<file path="src/rtl/receive_pkg.sv">
// receive_pkg: shared definitions for the UART receive controller.
//   CNT_W         - bit-time counter width
//   BIT_W         - bit counter width
//   state_t       - receive FSM state encoding
//   baud_full_cnt - baud index to full bit time, in clk cycles
package receive_pkg;

  localparam int CNT_W = 19;
  localparam int BIT_W = 4;

  typedef enum logic [1:0] {
    ST_IDLE  = 2'd0,
    ST_START = 2'd1,
    ST_DATA  = 2'd2
  } state_t;

  function automatic logic [CNT_W-1:0] baud_full_cnt(input logic [3:0] idx);
    logic [CNT_W-1:0] cnt;
    case (idx)
      4'd0:    cnt = 19'd333333;
      4'd1:    cnt = 19'd83333;
      4'd2:    cnt = 19'd41667;
      4'd3:    cnt = 19'd20833;
      4'd4:    cnt = 19'd10417;
      4'd5:    cnt = 19'd5208;
      4'd6:    cnt = 19'd2604;
      4'd7:    cnt = 19'd1736;
      4'd8:    cnt = 19'd868;
      4'd9:    cnt = 19'd434;
      4'd10:   cnt = 19'd217;
      4'd11:   cnt = 19'd109;
      default: cnt = 19'd868;
    endcase
    return cnt;
  endfunction

endpackage

</file>
<file path="src/rtl/baud_decoder.sv">
// baud_decoder: combinational baud index to full bit time lookup.
//   baud_idx - 4-bit baud-rate select index
//   full_cnt - full bit time in clk cycles
module baud_decoder
  import receive_pkg::*;
(
  input  logic [3:0]       baud_idx,
  output logic [CNT_W-1:0] full_cnt
);

  always_comb begin
    full_cnt = baud_full_cnt(baud_idx);
  end

endmodule

</file>
<file path="src/rtl/receive_control.sv">
// receive_control: UART receive sequencing (start detect, bit timing, frame end).
//   clk    - system clock
//   reset  - synchronous active-high reset
//   rx     - asynchronous serial line, idle high
//   baud   - baud-rate select index, latched at frame start
//   eight  - 1 = 8 data bits, 0 = 7 data bits, latched at frame start
//   pen    - parity enable, latched at frame start
//   rx_s   - synchronized rx for the datapath shifter
//   start  - high while in START
//   BTU    - one-cycle bit-time-up pulse
//   done   - one-cycle frame-complete pulse
//   done_d - done delayed one clock
//
// state    | meaning
// ST_IDLE  | line idle, counters cleared, waiting for rx_s low
// ST_START | timing half a bit to the middle of the start bit
// ST_DATA  | timing full bits through data, parity and stop
module receive_control
  import receive_pkg::*;
(
  input  logic       clk,
  input  logic       reset,
  input  logic       rx,
  input  logic [3:0] baud,
  input  logic       eight,
  input  logic       pen,
  output logic       rx_s,
  output logic       start,
  output logic       BTU,
  output logic       done,
  output logic       done_d
);

  state_t           state_q, state_d;
  logic             sync1_q, sync1_d;
  logic             rx_s_q, rx_s_d;
  logic [CNT_W-1:0] cnt_q, cnt_d;
  logic [BIT_W-1:0] bit_q, bit_d;
  logic [3:0]       baud_q, baud_d;
  logic             eight_q, eight_d;
  logic             pen_q, pen_d;
  logic             done_dly_q, done_dly_d;

  logic [CNT_W-1:0] full_cnt;
  logic [CNT_W-1:0] half_cnt;
  logic [BIT_W-1:0] frame_len;
  logic [BIT_W-1:0] bit_inc;
  logic             btu_c;
  logic             done_c;

  // Decode from the latched index so a baud change mid-frame has no effect.
  baud_decoder u_baud_decoder (
    .baud_idx (baud_q),
    .full_cnt (full_cnt)
  );

  always_comb begin
    half_cnt  = full_cnt >> 1;
    // Data bits plus optional parity plus one stop bit.
    frame_len = BIT_W'(8) + BIT_W'(eight_q) + BIT_W'(pen_q);
    bit_inc   = bit_q + BIT_W'(1);

    sync1_d    = rx;
    rx_s_d     = sync1_q;
    state_d    = state_q;
    cnt_d      = cnt_q;
    bit_d      = bit_q;
    baud_d     = baud_q;
    eight_d    = eight_q;
    pen_d      = pen_q;
    btu_c      = 1'b0;
    done_c     = 1'b0;

    case (state_q)
      ST_IDLE: begin
        cnt_d = '0;
        bit_d = '0;
        if (!rx_s_q) begin
          state_d = ST_START;
          baud_d  = baud;
          eight_d = eight;
          pen_d   = pen;
        end
      end
      ST_START: begin
        if (cnt_q == half_cnt - CNT_W'(1)) begin
          btu_c   = 1'b1;
          cnt_d   = '0;
          // Line back high at mid start bit means a glitch, not a frame.
          state_d = rx_s_q ? ST_IDLE : ST_DATA;
        end else begin
          cnt_d = cnt_q + CNT_W'(1);
        end
      end
      ST_DATA: begin
        if (cnt_q == full_cnt - CNT_W'(1)) begin
          btu_c = 1'b1;
          cnt_d = '0;
          if (bit_inc == frame_len) begin
            done_c  = 1'b1;
            bit_d   = '0;
            state_d = ST_IDLE;
          end else begin
            bit_d = bit_inc;
          end
        end else begin
          cnt_d = cnt_q + CNT_W'(1);
        end
      end
      default: begin
        state_d = ST_IDLE;
        cnt_d   = '0;
        bit_d   = '0;
      end
    endcase

    done_dly_d = done_c;
  end

  always_ff @(posedge clk) begin
    if (reset) begin
      state_q    <= ST_IDLE;
      sync1_q    <= 1'b1;
      rx_s_q     <= 1'b1;
      cnt_q      <= '0;
      bit_q      <= '0;
      baud_q     <= '0;
      eight_q    <= 1'b0;
      pen_q      <= 1'b0;
      done_dly_q <= 1'b0;
    end else begin
      state_q    <= state_d;
      sync1_q    <= sync1_d;
      rx_s_q     <= rx_s_d;
      cnt_q      <= cnt_d;
      bit_q      <= bit_d;
      baud_q     <= baud_d;
      eight_q    <= eight_d;
      pen_q      <= pen_d;
      done_dly_q <= done_dly_d;
    end
  end

  assign rx_s   = rx_s_q;
  assign start  = (state_q == ST_START);
  assign BTU    = btu_c;
  assign done   = done_c;
  assign done_d = done_dly_q;

endmodule

</file>
<file path="config.mk">
export PLATFORM = sky130hd
export DESIGN_NAME = receive_control
export DESIGN_NICKNAME = d
export VERILOG_FILES = /design/src/rtl/receive_pkg.sv /design/src/rtl/baud_decoder.sv /design/src/rtl/receive_control.sv
export SDC_FILE = /design/constraint.sdc
export NUM_CORES = 1
export LEC_CHECK = 0
export ABC_AREA = 1
export CORE_ASPECT_RATIO = 0.5
export CORE_UTILIZATION = 50
export DETAILED_ROUTE_END_ITERATION = 10
export GPL_ROUTABILITY_DRIVEN = 0
export PLACE_DENSITY = 0.67
export SLEW_MARGIN = 20
export SYNTH_ARGS = -nofsm -noshare
export SYNTH_HDL_FRONTEND = slang
export SYNTH_SLANG_ARGS = --single-unit
</file>
<file path="constraint.sdc">
create_clock -name clk -period 5.55 [get_ports clk]
set_clock_uncertainty 0.05 [all_clocks]
set_input_delay 0.8325 -clock clk [delete_from_list [all_inputs] [get_ports clk]]
set_output_delay 0.8325 -clock clk [all_outputs]
set_load 0.1 [all_outputs]
</file>
==> impl_metrics.ini <==
[finish]
insertedDiodeCount = 0
fin_nets = 623
area_growth_pct = 8.97
fillCellCount = 728
drive_gt1_share_pct = 9.65

[worst_setup_path]
max_stage_delay_ps = 1140
cpMostUsedCell = nor2_1
worstPathCellList = inv_1, ha_1, nand2_2, nor2_4, nand2_2, nor2_2, xor2_1, nand2_1, nor2_1, nand4_1, nor2_1, nand3b_1, nor2_1, clkdlybuf4s50_1
criticalPathCategory = flip-flop to output port
crit_fanout = 9
required_ps = 4670
worst_path_max_delay_cell = clkdlybuf4s50_1
cp-start-kind = flip-flop
arrival_ps = 3720
crit_path_end_kind = output port

[routing]
viasPerCell = 5.00
wl_um = 9030
drc = 0
drt-initial-drc-count = 283
vias = 3488
dr.pass1.iters = 7
antenna_left = 0
wl_per_cell_um = 13.0

[synth]
synth_cell_types = 40
avgSynthCellArea_um2 = 6.47
yosysTopAreaCell = dfxtp_1
netlist.area_leader.share_pct = 27.4
syn_inst = 588
synth-seq-cells = 52
yosys-top-cells-area = dfxtp_1 27%, nand2_1 15%, nor2_1 8.4%
syn-num-nets = 611
ys_warn_count = 0
synthesis.area_um2 = 3810
seq_area_frac_synth_pct = 27.4

[placement]
numPortBuffers = 13
place_hpwl_um = 7180

[pwr]
p_sw_mw = 0.337
power.clock.fraction_pct = 32.7
p_seq_share_pct = 43.0
p_int_mw = 0.648
p_leak_nw = 1.79
total_power_mw = 0.985
power.share.switching_pct = 34.2
pwr-share-comb_pct = 24.3
peakVddDrop_mv = 0.141
pwr_density_cell_nw_per_um2 = 237

[timing]
fmax_ghz = 0.217
setup_violations = 0
hold_viol_final = 0
setup_tns_ps = 0
final-max-slew-violation-count = 0
rsz0062_at_grt = false
period_needed_ps = 4600
relSlewSlack_pct = 35.4
tightest_slew_ps = 966
min_period_over_period_pct = 82.9

[clock_network]
ctsRootBufferMaster = clkbuf_16
cts_sinks = 52
tritoncts = built
cts.clk_slew.worst_paths_ps = 80
cts_made_buffers = 5
htree_levels = 2
cts_hold_buf = 0
clock_path_buffers = 2
postCtsSetupBuffers = 0
clkLatencyLatePin_ps = 300
cts_resized = 0

[worst_hold_path]
hp-class = flip-flop to flip-flop

[global_route]
grt_max_degree = 20
grt_pass1_vias = 3135
grt_overflow = 0
grt_pass1_wl_um = 15200
antenna_found_initial = 0
track_usage_pct = 24.6

[die]
ios = 14
row_count = 22
start_util_pct = 51.8
die-width_um = 125
dieArea_um2 = 7990
core_area_um2 = 7350
die_h_um = 63.7

[job]
drv_cap = 0

[run_status]
outcome = finished clean
-- critical path: cells and delay by family (launching register included) --
kind,cells,cell delay [ps]
buffers and inverters,2,1280
and+or+nand+nor,10,1280
xor gates and xnor gates,1,150
adders and majority gates,1,410
DFF,1,310
-- power by group through the flow --
stage               logic, mW  clock network (mW)  registers [mW]
floorplan               0.187                   0           0.428
global placement        0.236                   0           0.432
detailed placement      0.237                   0           0.433
CTS                     0.239               0.324           0.424
global route            0.271               0.343           0.428
finish                  0.239               0.322           0.424
-- cells by family (layout without fill, tap and decap cells) --
logic type                 after synthesis  in the layout  synth area share, %
and+or+nand+nor                        347            347                 41.7
xor gates and xnor gates                44             44                 10.1
AOI/OAI and AO/OA                       44             44                 6.87
adders and majority gates               14             14                 4.60
buffers and inverters                   87            100                 9.30
DFF                                     52             52                 27.4
-- worst paths after layout --
check	startpoint	to	slack [ps]	depth (start not counted)
worst max-delay path	u_baud_decoder.full_cnt[1]$_DFF_P_	done	950	14
worst min-delay path	rx_s_d$_SDFF_PP1_	rx_s$_SDFF_PP1_	370	1
worst max register to register	state_q[0]$_SDFFE_PP0P_	u_baud_decoder.full_cnt[4]$_DFF_P_	2430	11
worst min register to register	rx_s_d$_SDFF_PP1_	rx_s$_SDFF_PP1_	370	1
-- cell usage after synthesis, drive strengths merged --
| master | n |
|---|---|
| nor2 | 112 |
| clkbuf | 5 |
| xnor2 | 21 |
| a21boi | 1 |
| a311o | 1 |
| clkinv | 1 |
| a21oi | 13 |
| nor4 | 1 |
| nand4 | 9 |
| xor2 | 23 |
| inv | 77 |
| o21ai | 16 |
| a211oi | 1 |
| a31oi | 1 |
| nand3 | 40 |
| a31o | 2 |
| buf | 4 |
| a311oi | 1 |
| or3 | 1 |
| nor3 | 10 |
| ha | 14 |
| dfxtp | 52 |
| o21a | 3 |
| nand2 | 164 |
| nand3b | 6 |
| o22ai | 4 |
| o21bai | 1 |
| and3 | 2 |
| or2 | 2 |
-- state kept, by name, summed over array words and instances, names as in the netlist --
signal,flops
done_d,1
cnt_q,19
state_q,2
rx_s_d,1
rx_s,1
bit_q,4
eight_q,1
u_baud_decoder.full_cnt,18
pen_q,1
baud_q,4
-- area by class of cell --
type	instances	area [um^2]	area share, %
flip-flops and latches	52	1040	25.1
well taps	96	120	2.90
repair buffers	14	135	3.26
clock buffers	5	125	3.02
clock inverters	3	22.5	0.543
multi-input cells	449	2410	58.1
inverters	78	293	7.06
-- layout by cell type (no fill, tap or decap), types with 2 or more instances in the layout --
master           netlist  routed
or2_2                  2       2
nand2_1              153     153
xor2_1                23      23
and3_1                 2       2
o21a_1                 3       3
xnor2_1               21      21
inv_2                  2       2
nor2_1                85      85
a31o_2                 2       2
nor2_4                 9       9
nand2_2               11      11
nand3b_1               6       6
ha_1                  14      14
clkbuf_16              0       5
nor2_2                18      18
o21ai_0               14      14
nor3_1                10      10
buf_4                  2       2
a21oi_1               13      13
clkdlybuf4s50_1        0      12
nand4_1                9       9
nand3_1               38      38
o22ai_1                4       4
dfxtp_1               52      52
inv_1                 75      75
-- routing by layer --
metal	wire, um	vias to the layer above	GRT usage (%)
met1	4570	1511	33.7
met3	578	16	5.44
li1	-	1860	-
met4	193	0	5.95
met5	0	-	0
met2	3680	101	39.2
-- per-stage QoR --
step / cell area, um^2 / util (%) / hold slack, ps / setup slack, ps / instances
5_1_grt: 4150 / 56.4 / 405 / 661 / 697
4_1_cts: 4150 / 56.4 / 369 / 941 / 697
6_report: 4150 / 56.4 / 370 / 947 / 697
3_3_place_gp: 4000 / 54.4 / 350 / 1350 / 689
2_1_floorplan: 3810 / - / 339 / 781 / 588
3_5_place_dp: 4000 / 54.4 / 356 / 1290 / 689
Note: power is estimated with default switching activity, not from simulation.
